## src/rtl/sdram_port_client.sv

```systemverilog
// Requester side of one SDRAM controller port.
// Converts a host valid/ready request stream into the controller's toggle
// req/ack handshake. Writes are posted into a small FIFO; a read is latched
// into a single slot and only issued once every earlier write has completed.
// Ports:
//   clk, reset                       clock, async active-high reset
//   host_valid/ready/we/addr/be/wdata host request channel
//   host_rdata/host_rvalid           read return (1-cycle pulse)
//   idle                             nothing queued, nothing in flight
//   err_timeout                      sticky watchdog expiry flag
//   sd_addr/wrl/wrh/din/dout/req/ack controller port (req/ack toggle)
module sdram_port_client #(
  parameter int unsigned WFIFO_DEPTH = 4,
  parameter int unsigned TIMEOUT     = 1023
) (
  input  logic        clk,
  input  logic        reset,
  input  logic        host_valid,
  output logic        host_ready,
  input  logic        host_we,
  input  logic [23:0] host_addr,
  input  logic [1:0]  host_be,
  input  logic [15:0] host_wdata,
  output logic [15:0] host_rdata,
  output logic        host_rvalid,
  output logic        idle,
  output logic        err_timeout,
  output logic [23:0] sd_addr,
  output logic        sd_wrl,
  output logic        sd_wrh,
  output logic [15:0] sd_din,
  input  logic [15:0] sd_dout,
  output logic        sd_req,
  input  logic        sd_ack
);

  localparam int unsigned PW = $clog2(WFIFO_DEPTH);
  localparam int unsigned CW = PW + 1;
  localparam int unsigned TW = $clog2(TIMEOUT + 1);

  typedef struct packed {
    logic [23:0] addr;
    logic [1:0]  be;
    logic [15:0] data;
  } wr_entry_t;

  typedef enum logic [1:0] {SYNC, IDLE, WR, RD} state_t;

  state_t      state_q, state_d;
  wr_entry_t   fifo_mem [WFIFO_DEPTH];
  wr_entry_t   head;
  logic [PW-1:0] wr_ptr_q, rd_ptr_q;
  logic [CW-1:0] count_q, count_d;
  logic [TW-1:0] wdog_q, wdog_d;
  logic        rd_full_q, rd_full_d;
  logic [23:0] rd_addr_q;
  logic        fifo_full, fifo_empty, rd_done, pop, push, rd_accept, slot_free;
  logic        err_d, sd_req_d, sd_wrl_d, sd_wrh_d, host_rvalid_d;
  logic [23:0] sd_addr_d;
  logic [15:0] sd_din_d, host_rdata_d;

  // Acceptance is decided from registered state; a full FIFO still accepts
  // when the head is being popped this cycle, and the read slot is free on
  // the completion cycle of the read it holds.
  always_comb begin
    fifo_full  = (count_q == CW'(WFIFO_DEPTH));
    fifo_empty = (count_q == '0);
    rd_done    = (state_q == RD) && (sd_ack == sd_req);
    pop        = (state_q == IDLE) && !fifo_empty;
    slot_free  = !rd_full_q || rd_done;
    host_ready = (state_q != SYNC) && slot_free && (!host_we || !fifo_full || pop);
    push       = host_valid && host_ready && host_we;
    rd_accept  = host_valid && host_ready && !host_we;
    idle       = (state_q == IDLE) && fifo_empty && !rd_full_q;
    head       = fifo_mem[rd_ptr_q];
  end

  // Next-state and registered-output logic.
  always_comb begin
    state_d       = state_q;
    sd_req_d      = sd_req;
    sd_addr_d     = sd_addr;
    sd_din_d      = sd_din;
    sd_wrl_d      = sd_wrl;
    sd_wrh_d      = sd_wrh;
    host_rdata_d  = host_rdata;
    host_rvalid_d = 1'b0;
    rd_full_d     = rd_full_q;
    wdog_d        = wdog_q;
    err_d         = err_timeout;
    count_d       = count_q;

    unique case (state_q)
      SYNC: begin
        // ack is not reset by the controller; adopt it so no access starts
        sd_req_d = sd_ack;
        state_d  = IDLE;
      end
      IDLE: begin
        if (pop) begin
          sd_addr_d              = head.addr;
          sd_din_d               = head.data;
          {sd_wrh_d, sd_wrl_d}   = head.be;
          sd_req_d               = ~sd_req;
          wdog_d                 = '0;
          state_d                = WR;
        end else if (rd_full_q) begin
          sd_addr_d              = rd_addr_q;
          {sd_wrh_d, sd_wrl_d}   = 2'b00;
          sd_req_d               = ~sd_req;
          wdog_d                 = '0;
          state_d                = RD;
        end
      end
      WR, RD: begin
        if (sd_ack == sd_req) begin
          state_d = IDLE;
          if (state_q == RD) begin
            host_rdata_d  = sd_dout;
            host_rvalid_d = 1'b1;
            rd_full_d     = 1'b0;
          end
        end else if (wdog_q != TW'(TIMEOUT)) begin
          wdog_d = TW'(wdog_q + 1'b1);
          if (wdog_q == TW'(TIMEOUT - 1)) err_d = 1'b1;
        end
      end
      default: state_d = SYNC;
    endcase

    if (rd_accept) rd_full_d = 1'b1;

    if (push && !pop)      count_d = CW'(count_q + 1'b1);
    else if (!push && pop) count_d = CW'(count_q - 1'b1);
  end

  // State and control registers.
  always_ff @(posedge clk or posedge reset) begin
    if (reset) begin
      state_q     <= SYNC;
      wr_ptr_q    <= '0;
      rd_ptr_q    <= '0;
      count_q     <= '0;
      wdog_q      <= '0;
      rd_full_q   <= 1'b0;
      rd_addr_q   <= '0;
      err_timeout <= 1'b0;
      sd_req      <= 1'b0;
      sd_addr     <= '0;
      sd_din      <= '0;
      sd_wrl      <= 1'b0;
      sd_wrh      <= 1'b0;
      host_rdata  <= '0;
      host_rvalid <= 1'b0;
    end else begin
      state_q     <= state_d;
      count_q     <= count_d;
      wdog_q      <= wdog_d;
      rd_full_q   <= rd_full_d;
      err_timeout <= err_d;
      sd_req      <= sd_req_d;
      sd_addr     <= sd_addr_d;
      sd_din      <= sd_din_d;
      sd_wrl      <= sd_wrl_d;
      sd_wrh      <= sd_wrh_d;
      host_rdata  <= host_rdata_d;
      host_rvalid <= host_rvalid_d;
      if (push)      wr_ptr_q  <= PW'(wr_ptr_q + 1'b1);
      if (pop)       rd_ptr_q  <= PW'(rd_ptr_q + 1'b1);
      if (rd_accept) rd_addr_q <= host_addr;
    end
  end

  // Posted-write storage; contents are don't-care while not counted.
  always_ff @(posedge clk) begin
    if (push) fifo_mem[wr_ptr_q] <= '{addr: host_addr, be: host_be, data: host_wdata};
  end

endmodule

```

## config.mk

```make
export PLATFORM = sky130hd
export DESIGN_NAME = sdram_port_client
export DESIGN_NICKNAME = d
export VERILOG_FILES = /design/src/rtl/sdram_port_client.sv
export SDC_FILE = /design/constraint.sdc
export NUM_CORES = 1
export LEC_CHECK = 0
export ABC_CLOCK_PERIOD_IN_PS = 4100
export BUFFER_PORTS_ARGS = -buffer_cell sky130_fd_sc_hd__buf_2
export CORE_MARGIN = 2
export CORE_UTILIZATION = 35
export CTS_CLUSTER_SIZE = 40
export DETAILED_ROUTE_END_ITERATION = 12
export HOLD_SLACK_MARGIN = 0.05
export SYNTH_ARGS = -nofsm -noshare
export SYNTH_HDL_FRONTEND = slang
export SYNTH_SLANG_ARGS = --single-unit
```

## constraint.sdc

```tcl
create_clock -name clk -period 4.1 [get_ports clk]
set_clock_uncertainty 0.15 [all_clocks]
set_input_delay 0.205 -clock clk [delete_from_list [all_inputs] [get_ports clk]]
set_output_delay 0.205 -clock clk [all_outputs]
set_load 0.02 [all_outputs]
```

==> summary.txt, run 1 <==
Setup path
  – Type of the worst setup path: reg -> reg
  – Crit Path Max Fanout: 23
  – Startpoint Class: register
  – Crit path arrival time: 3.00 ns
  – CP endpoint kind: register
  – CP required: 4.19 ns
  – R2R depth: 5

Clocking
  – Clock transition at the registers of the reported paths: 0.06 ns
  – CTS buffer count: 29
  – Clk Latency, worst-skew pair: 0.56 ns
  – Clk buf depth: 3
  – CTS root buf: clkbuf_16
  – Post-CTS sizing: 0
  – Htree depth: 1
  – Clock sinks: 273
  – CTS tree: yes

Drt
  – Final ANT Viol Nets: 0
  – Routed WL: 21900 um
  – WL/cell: 17.9 um
  – Vias per std cell: 4.83
  – Residual DRC: 0
  – Initial DRC Count: 440
  – Router iterations before antenna repair: 5
  – Via count: 5911

STA
  – Minimum clock period after layout: 2.90 ns
  – Worst Tran Pin Value: 0.935 ns
  – Final period utilization: 70.8%
  – Setup TNS: 0 ns
  – Hold Vio Cnt, Final: 0
  – Fmax: 0.344 GHz
  – Final Setup Violations: 0
  – Normalized max-slew margin: 37.7%
  – Max-slew violation count: 0
  – RSZ-0062 raised after global routing: no

Die
  – # rows: 63
  – Die Wd: 177 um
  – Die Area: 0.0313 mm^2
  – Die height: 177 um
  – Core Box Area: 0.0296 mm^2
  – Num ports: 126
  – Initial Util: 35.4%

GRT
  – Gr usage total: 14.1%
  – Vias in the first global route: 5998
  – Initial antenna violation count: 0
  – First-pass GRT wire length: 33900 um
  – Total congestion overflow: 0
  – Largest net degree at the start of global routing: 69

Finish
  – Nets: 882
  – Register Area: 0.00768 mm^2
  – Most frequent cells in the layout: edfxtp_1, buf_2, dfrtp_1, nand2_1, dlygate4sd3_1
  – Most common cell after layout, fill and taps aside: edfxtp_1
  – Synth-to-layout area growth: 26.0%
  – Fillers: 2615
  – Final instance area: 0.0132 mm^2
  – Area of the multi-input gates: 0.00265 mm^2
  – Share of post-route cells with drive strength above 1: 33.3%
  – N_diodes: 0

Place
  – DP Area: 0.0116 mm^2
  – Buffers on Ports: 125
  – HPWL after DPL: 13400 um
  – Placer congestion estimate: 0.773

Synthesis
  – Synthesized netlist cell count: 605
  – Avg Inst Size Synth: 17.3 um^2
  – Mapped Nets: 676
  – Synth Cell Area: 0.0105 mm^2
  – Sequential share of the synthesized area: 73.4%
  – Ys Warns: 0
  – Distinct cells, synth: 42
  – #FFs+latches synth: 273

Pwr
  – PwrDens: 722 mW/mm^2
  – Maximum vdd drop: 0.422 mV
  – Lkg Pwr: 5.13 nW

Run
  – Max-cap viol count: 0

Outcome
  – Status: complete, no violations

Hold path
  – Hold Crit Depth: 2
  – Hold Crit Class: in -> reg
logic make-up (layout without fill, tap and decap cells):
| family | Yosys count | in the layout | synth area share (%) |
|---|---|---|---|
| AND/OR/NAND/NOR | 148 | 148 | 5.90 |
| flip-flops | 273 | 273 | 73.4 |
| buffers and inverters | 33 | 262 | 1.40 |
| adder cells (fa/ha/maj) | 8 | 8 | 1.03 |
| AO/OA/AOI/OAI | 48 | 48 | 3.10 |
| multiplexers | 88 | 88 | 14.6 |
| XOR/XNOR | 7 | 7 | 0.586 |
layer usage:
layer / GRT usage (%) / part of all wire (%) / vias up
met4: 2.96 / 1.5 / 0
met3: 2.94 / 6.0 / 20
met5: 0 / 0 / -
met2: 23.9 / 50 / 184
met1: 18.6 / 43 / 2989
li1: - / - / 2718
stage by stage:
stage | hold WS, ns | setup WS, ns | std cells | util [%] | power (W)
5_1_grt | 0.237 | 0.996 | 1224 | 44.6 | 0.0101
4_1_cts | 0.224 | 1.17 | 1224 | 44.6 | 0.00966
2_1_floorplan | 0.154 | 0.984 | 605 | - | 0.00605
3_3_place_gp | 0.274 | 1.25 | 1108 | 39.3 | 0.00695
3_5_place_dp | 0.279 | 1.18 | 1108 | 39.3 | 0.00700
6_report | 0.245 | 1.20 | 1224 | 44.6 | 0.00951
cell usage after synthesis:
cell         n  area share, %
a21oi_1      4           0.19
nor2b_1      1          0.060
buf_6        2           0.22
fa_1         1           0.19
edfxtp_1   168             48
or3_1        1          0.060
buf_2        6           0.29
a31oi_1      4           0.24
a22o_1       2           0.17
xnor2_1      4           0.33
nor3b_1      1          0.072
nand3_1      2          0.096
xor2_1       3           0.25
or2_2        1          0.060
a41oi_1      1          0.084
o21ai_0      4           0.19
inv_1        7           0.25
or3b_1       1          0.084
nor4_1       1          0.060
dfrtp_1    105             25
and3_1       3           0.18
nand2_1     63            2.3
o31ai_1      3           0.22
o22ai_1     24            1.4
a311oi_2     1           0.14
mux2_4      19            2.7
clkbuf_1    17           0.61
or4_1        3           0.22
nand4_1      2           0.12
mux4_2      42            9.0
o311ai_0     1          0.084
mux2i_1      4           0.38
o2111ai_1    1          0.084
o22a_1       2           0.17
nor2_1      61            2.2
a41o_1       1          0.096
and2_1       4           0.24
nand2b_1     1          0.060
ha_1         7           0.84
clkinv_1     1          0.036
mux2_2      23            2.5
nor3_1       3           0.14
worst max-delay path, cell delays in order (launching register included):
cell and delay, ns:
dfrtp_1 0.58, nand2_1 0.14, o22a_1 0.25, a311oi_2 0.54
and2_2 0.66, buf_12 0.28
layout make-up:
cell class / instances / area share [%]
clock buffers: 34 / 5.80
repair buffers: 200 / 10.5
multi-input cells: 299 / 20.1
clock inverters: 20 / 1.41
flip-flops and latches: 273 / 58.3
inverters: 8 / 0.247
well taps: 390 / 3.70
path summary, 6_finish.rpt:
check | end | slack [ns] | from
worst max-delay path | fifo_mem[1][24] | 1.20 | state_q[1]
worst min-delay path | fifo_mem[3][13] | 0.24 | host_wdata[13]
worst max register to register | fifo_mem[1][24] | 1.20 | state_q[1]
worst min register to register | sd_din[9] | 0.32 | sd_din[9]
max in group asynchronous | wdog_q[7] | 2.67 | reset
min in group asynchronous | host_rdata[9] | 0.25 | reset
state kept, by name, summed over array words and instances, names as in the netlist, 2 cells and up:
register	count
host_rdata	16
sd_din	16
wdog_q	10
count_q	3
rd_ptr_q	2
rd_addr_q	24
sd_addr	24
state_q	2
fifo_mem	168
wr_ptr_q	2
timing repair:
item,CTS,global route
endpoints found under the hold margin,278,0
hold buffers,62,0
setup endpoints to repair,0,0
setup buffers,0,0
where the power goes:
part / internal [W] / switching (W) / leakage [nW]
sequential: 0.00359 / 0.000562 / 2.77
combinational: 0.00131 / 0.00148 / 1.90
clock: 0.00152 / 0.00105 / 0.469
Note: power is estimated with default switching activity, not from simulation.
==> run 2, diff against run 1 <==
Settings changed: ABC_CLOCK_PERIOD_IN_PS 4100 to 2700.
Clock period 4.1 ns to 2.7 ns, I/O delays scaled along.
==> run 2 against run 1 <==
Fmax is 12% higher; utilization grew 0.69 points; die area unchanged; routed wire length shrank 0.99%; first-iteration DRC count decreased by 15%; highest routed layer unchanged.
==> summary.txt, run 2 (same netlist as run 1, synthesis figures left out) <==
Hold path
  – Hold_sp: host_wdata[0]
  – Hold endpoint: fifo_mem[1][0]
  – Hold Crit Depth: 2
  – Hold Crit Class: in -> reg

Finish
  – Regs by FF count: fifo_mem: 168 flops, rd_addr_q: 24 flops, sd_addr: 24 flops
  – Most common cell after layout, fill and taps aside: edfxtp_1
  – Largest Register: fifo_mem
  – Max reg flops: 168
  – Share of post-route cells with drive strength above 1: 34.4%
  – Most frequent cells in the layout: edfxtp_1, buf_2, dfrtp_1, dlygate4sd3_1, nand2_1
  – Area of the multi-input gates: 0.00265 mm^2
  – Non-filler cells, final: 1239
  – Register Area: 0.00768 mm^2
  – Nets: 897
  – Fillers: 2601
  – Synth-to-layout area growth: 28.0%
  – N_diodes: 0

STA
  – Minimum clock period after layout: 2.60 ns
  – Max-slew violation count: 0
  – RSZ-0062 raised after global routing: no
  – Normalized max-slew margin: 61.6%
  – Worst Tran Pin Value: 0.572 ns
  – Setup TNS: 0 ns
  – Fmax: 0.384 GHz
  – Hold Vio Cnt, Final: 0
  – Final period utilization: 96.4%
  – Final Setup Violations: 0

Place
  – HPWL after DPL: 13900 um
  – Placed Cells: 1120
  – Placer congestion estimate: 0.735
  – Buffers on Ports: 125

GRT
  – Gr usage total: 14.2%
  – Total congestion overflow: 0
  – Vias in the first global route: 6101
  – First-pass GRT wire length: 34400 um
  – Largest net degree at the start of global routing: 59
  – Initial antenna violation count: 0

Die
  – Die Wd: 177 um
  – Die height: 177 um
  – # rows: 63
  – Initial Util: 35.4%
  – Die Area: 0.0313 mm^2
  – Core Box Area: 0.0296 mm^2
  – Num ports: 126

Clocking
  – Htree depth: 1
  – Clk buf depth: 3
  – CTS root buf: clkbuf_16
  – Clock sinks: 273
  – Post-CTS setup buffers: 0
  – CTS tree: yes
  – Clock transition at the registers of the reported paths: 0.06 ns
  – Clk Latency, worst-skew pair: 0.54 ns
  – CTS buffer count: 29

Drt
  – Final ANT Viol Nets: 0
  – Router iterations before antenna repair: 5
  – WL/cell: 17.5 um
  – Residual DRC: 0
  – Vias per std cell: 4.76
  – Initial DRC Count: 372
  – Via count: 5893
  – Routed WL: 21700 um

Outcome
  – Status: complete, no violations

Setup path
  – CP endpoint kind: register
  – Type of the worst setup path: reg -> reg
  – Startpoint Class: register
  – Worst r2r dst: rd_full_q
  – R2R depth: 6
  – R2R Setup Slk: 0.1 ns
  – Crit path arrival time: 2.93 ns
  – Reg-to-reg startpoint: sd_req
  – Crit Path Max Fanout: 4
  – CP required: 3.03 ns

Pwr
  – Total power: 0.0146 W
  – Maximum vdd drop: 0.559 mV
  – PwrDens: 1090 mW/mm^2
  – Lkg Pwr: 5.22 nW

Run
  – Max-cap viol count: 0
run 2: repair_timing:
| action | 4_1_cts | 5_1_grt |
|---|---|---|
| endpoints found under the hold margin | 318 | 0 |
| hold buffers | 65 | 0 |
| gates resized for setup | 0 | 2 |
| setup endpoints to repair | 0 | 1 |
run 2: cell type report:
cell class / instances / share of cell area [%]
tap: 390 / 3.65
clock inverter: 19 / 1.39
multi-input combinational: 299 / 19.8
clock buffer: 35 / 5.74
timing repair buffer: 215 / 11.8
inverter: 8 / 0.252
sequential: 273 / 57.4
run 2: power by group:
group / internal (W) / total, W / leakage [nW] / switching [W]
logic: 0.00212 / 0.00461 / 1.99 / 0.00249
registers: 0.00545 / 0.00605 / 2.77 / 0.000597
clock network: 0.00232 / 0.00391 / 0.466 / 0.00159
total: 0.00989 / 0.0146 / 5.22 / 0.00468
run 2: worst max path at each step:
| stage | from | endpoint | slack [ns] |
|---|---|---|---|
| 6_report | sd_req | rd_full_q | 0.1 |
| 4_1_cts | sd_req | rd_full_q | 0.02 |
| 3_5_place_dp | sd_req | count_q[2] | 0.19 |
| 2_1_floorplan | sd_req | count_q[2] | 0.02 |
| 3_3_place_gp | sd_req | count_q[2] | 0.24 |
| 5_1_grt | sd_req | rd_full_q | 0.04 |
run 2: worst max-delay path: stages (launching register included):
cell	delay (ns)
dfrtp_1	0.41
xor2_1	0.19
o22a_1	0.25
or3b_4	0.39
dlygate4sd3_1	0.57
nand2_1	0.05
dlygate4sd3_1	0.54
run 2: metrics by stage:
step	setup WS [ns]	cell area, um^2	utilization, %	hold WS [ns]
floorplan	0.0196	10500	-	0.0839
global placement	0.238	11800	39.8	0.0810
detailed placement	0.193	11800	39.8	0.0851
CTS	0.0191	13400	45.3	0.170
global route	0.0379	13400	45.3	0.186
finish	0.0964	13400	45.3	0.196
run 2: per-layer routing:
metal,wire length [um],vias up,part of all wire (%),track usage (%)
li1,-,2735,-,-
met1,9660,2985,45,19.3
met2,10600,145,49,23.8
met3,1050,28,4.8,2.66
met4,382,0,1.8,3.06
met5,0,-,0,0
==> run 3, diff against run 2 <==
Settings changed: CORE_UTILIZATION 35 to 45, REMOVE_ABC_BUFFERS set to 1, SLEW_MARGIN set to 40.
==> run 3 against run 2 <==
Worst hold slack worse by 0.083 ns; largest power group unchanged; register-to-register slack gained 0.09 ns; highest routed layer unchanged; combinational power is essentially flat; utilization is 13 points higher; first-iteration DRC count is 21% higher.
==> summary.txt, run 3 (same netlist as run 1, synthesis figures left out) <==
Outcome
  – Status: complete, no violations

Setup path
  – Number of cells on the critical path: 11
  – CP endpoint kind: register
  – Startpoint Class: primary input
  – CP required: 3.01 ns
  – Crit path arrival time: 2.90 ns
  – R2R depth: 9
  – Crit Path Max Fanout: 3
  – CP max-delay cell: dlygate4sd3_1
  – CP startpoint: host_we
  – Cell family with most CP delay: buffers and inverters
  – Crit-path cells: dlygate4sd3_1 > buf_2 > nand2_1 > dlygate4sd3_1 > a311oi_2 > ha_2 > inv_1 > fa_1 > xor2_1 > nor2_1 > xor2_1
  – Worst path max stage delay: 0.57 ns
  – Critical path endpoint: count_q[2]
  – Type of the worst setup path: in -> reg
  – Worst path bufs/invs: 4
  – Reg-to-reg startpoint: sd_req
  – R2R Setup Slk: 0.19 ns
  – Worst r2r dst: count_q[2]

GRT
  – First-pass GRT wire length: 34400 um
  – Gr usage total: 18.2%
  – Total congestion overflow: 0
  – Vias in the first global route: 6352
  – Largest net degree at the start of global routing: 48
  – Initial antenna violation count: 0

STA
  – Fmax: 0.386 GHz
  – Hold Slack: 0.113 ns
  – Final period utilization: 96.1%
  – Max-slew violation count: 0
  – Worst Tran Pin Value: 0.769 ns
  – Normalized max-slew margin: 48.3%
  – Setup TNS: 0 ns
  – Hold Vio Cnt, Final: 0
  – Final Setup Violations: 0
  – Minimum clock period after layout: 2.59 ns

Run
  – Max-cap viol count: 0

Place
  – HPWL after DPL: 13100 um
  – DP Area: 0.0116 mm^2
  – Placer congestion estimate: 0.767
  – Buffers on Ports: 125
  – Placed Cells: 1014

Drt
  – WL/cell: 19.2 um
  – Residual DRC: 0
  – Router iterations before antenna repair: 6
  – Vias per std cell: 5.32
  – Final ANT Viol Nets: 0
  – Initial DRC Count: 451
  – Routed WL: 21700 um
  – Via count: 6009

Die
  – Die height: 156 um
  – Num ports: 126
  – Die Area: 0.0245 mm^2
  – Core Box Area: 0.0227 mm^2
  – Die Wd: 156 um
  – Initial Util: 46.1%
  – # rows: 55

Clocking
  – Htree depth: 1
  – CTS root buf: clkbuf_16
  – Clock transition at the registers of the reported paths: 0.06 ns
  – Clk Latency, worst-skew pair: 0.54 ns
  – CTS buffer count: 28
  – CTS tree: yes
  – Clock sinks: 273
  – Clk buf depth: 3

Pwr
  – PwrDens: 1110 mW/mm^2
  – Lkg Pwr: 5.24 nW
  – Maximum vdd drop: 0.646 mV

Finish
  – Fin util: 58.3%
  – Non-filler cells, final: 1130
  – Nets: 894
  – Fillers: 1751
  – Max reg flops: 168
  – Final instance area: 0.0132 mm^2
  – Most frequent cells in the layout: edfxtp_1, buf_2, dfrtp_1, nand2_1, dlygate4sd3_1
  – Share of post-route cells with drive strength above 1: 35.3%
  – N_diodes: 0
  – Largest Register: fifo_mem
  – Synth-to-layout area growth: 26.6%
  – Most common cell after layout, fill and taps aside: edfxtp_1
  – Regs by FF count: fifo_mem: 168 flops, rd_addr_q: 24 flops, sd_addr: 24 flops

Hold path
  – Hold Crit Class: in -> async
-- run 3: cell count changes in the layout (fill, tap and decap cells not counted), moves of 2 or more --
cell / previous run / this run
buf_12: 9 / 5
buf_4: 16 / 20
clkinv_2: 6 / 4
clkinv_1: 6 / 0
dlygate4sd3_1: 65 / 62
clkinvlp_4: 3 / 1
clkbuf_8: 2 / 10
-- run 3: stage by stage --
stage                     setup WS, ns  total power [W]
after floorplan                  -1.09          0.00912
after global placement           0.247           0.0106
after detailed placement         0.145           0.0107
after CTS                        0.121           0.0148
after global routing          -0.00452           0.0156
final                            0.106           0.0147
-- run 3: worst register-to-register path: stages, from the launching register on --
cell	delay (ns)
dfrtp_1	0.42
xor2_1	0.19
o22a_1	0.25
a311oi_2	0.27
ha_2	0.27
inv_1	0.06
fa_1	0.39
xor2_1	0.18
nor2_1	0.11
xor2_1	0.15
-- run 3: repair_timing --
action,in CTS,in global routing
setup endpoints to repair,0,1
buffers inserted,0,1
hold buffers,62,0
endpoints found under the hold margin,292,0
gates resized for setup,0,1
-- run 3: area by class of cell --
| type | count | area (um^2) | share of cell area (%) |
|---|---|---|---|
| clock inverters | 9 | 108 | 0.813 |
| well taps | 285 | 357 | 2.69 |
| repair buffers | 213 | 1520 | 11.5 |
| multi-input cells | 299 | 2660 | 20.1 |
| flip-flops and latches | 273 | 7680 | 58.0 |
| inverters | 8 | 32.5 | 0.246 |
| clock buffers | 43 | 882 | 6.66 |
-- run 3: worst min path at each step --
stage	startpoint	endpoint	slack, ns	depth (start not counted)
final	reset	count_q[1]	0.11	3
after global routing	reset	count_q[1]	0.17	3
after CTS	reset	count_q[1]	0.12	3
after detailed placement	reset	host_rdata[11]	0.14	2
after global placement	reset	host_rdata[7]	0.12	2
after floorplan	host_wdata[0]	fifo_mem[0][0]	0.08	0
-- run 3: per-layer routing --
layer | global-route usage (%) | part of all wire (%) | vias up | routed length, um
met1 | 24.5 | 44 | 3087 | 9540
met3 | 3.02 | 5.3 | 31 | 1150
met5 | 0 | 0 | - | 0
met4 | 4.50 | 1.5 | 0 | 331
met2 | 31.1 | 49 | 165 | 10600
li1 | - | - | 2726 | -
-- run 3: power by group --
part / leakage, nW / internal (W) / total [W] / switching (W)
logic: 1.98 / 0.00214 / 0.00464 / 0.00251
clock network: 0.492 / 0.00244 / 0.00398 / 0.00154
registers: 2.77 / 0.00545 / 0.00610 / 0.000649
total: 5.24 / 0.0100 / 0.0147 / 0.00470
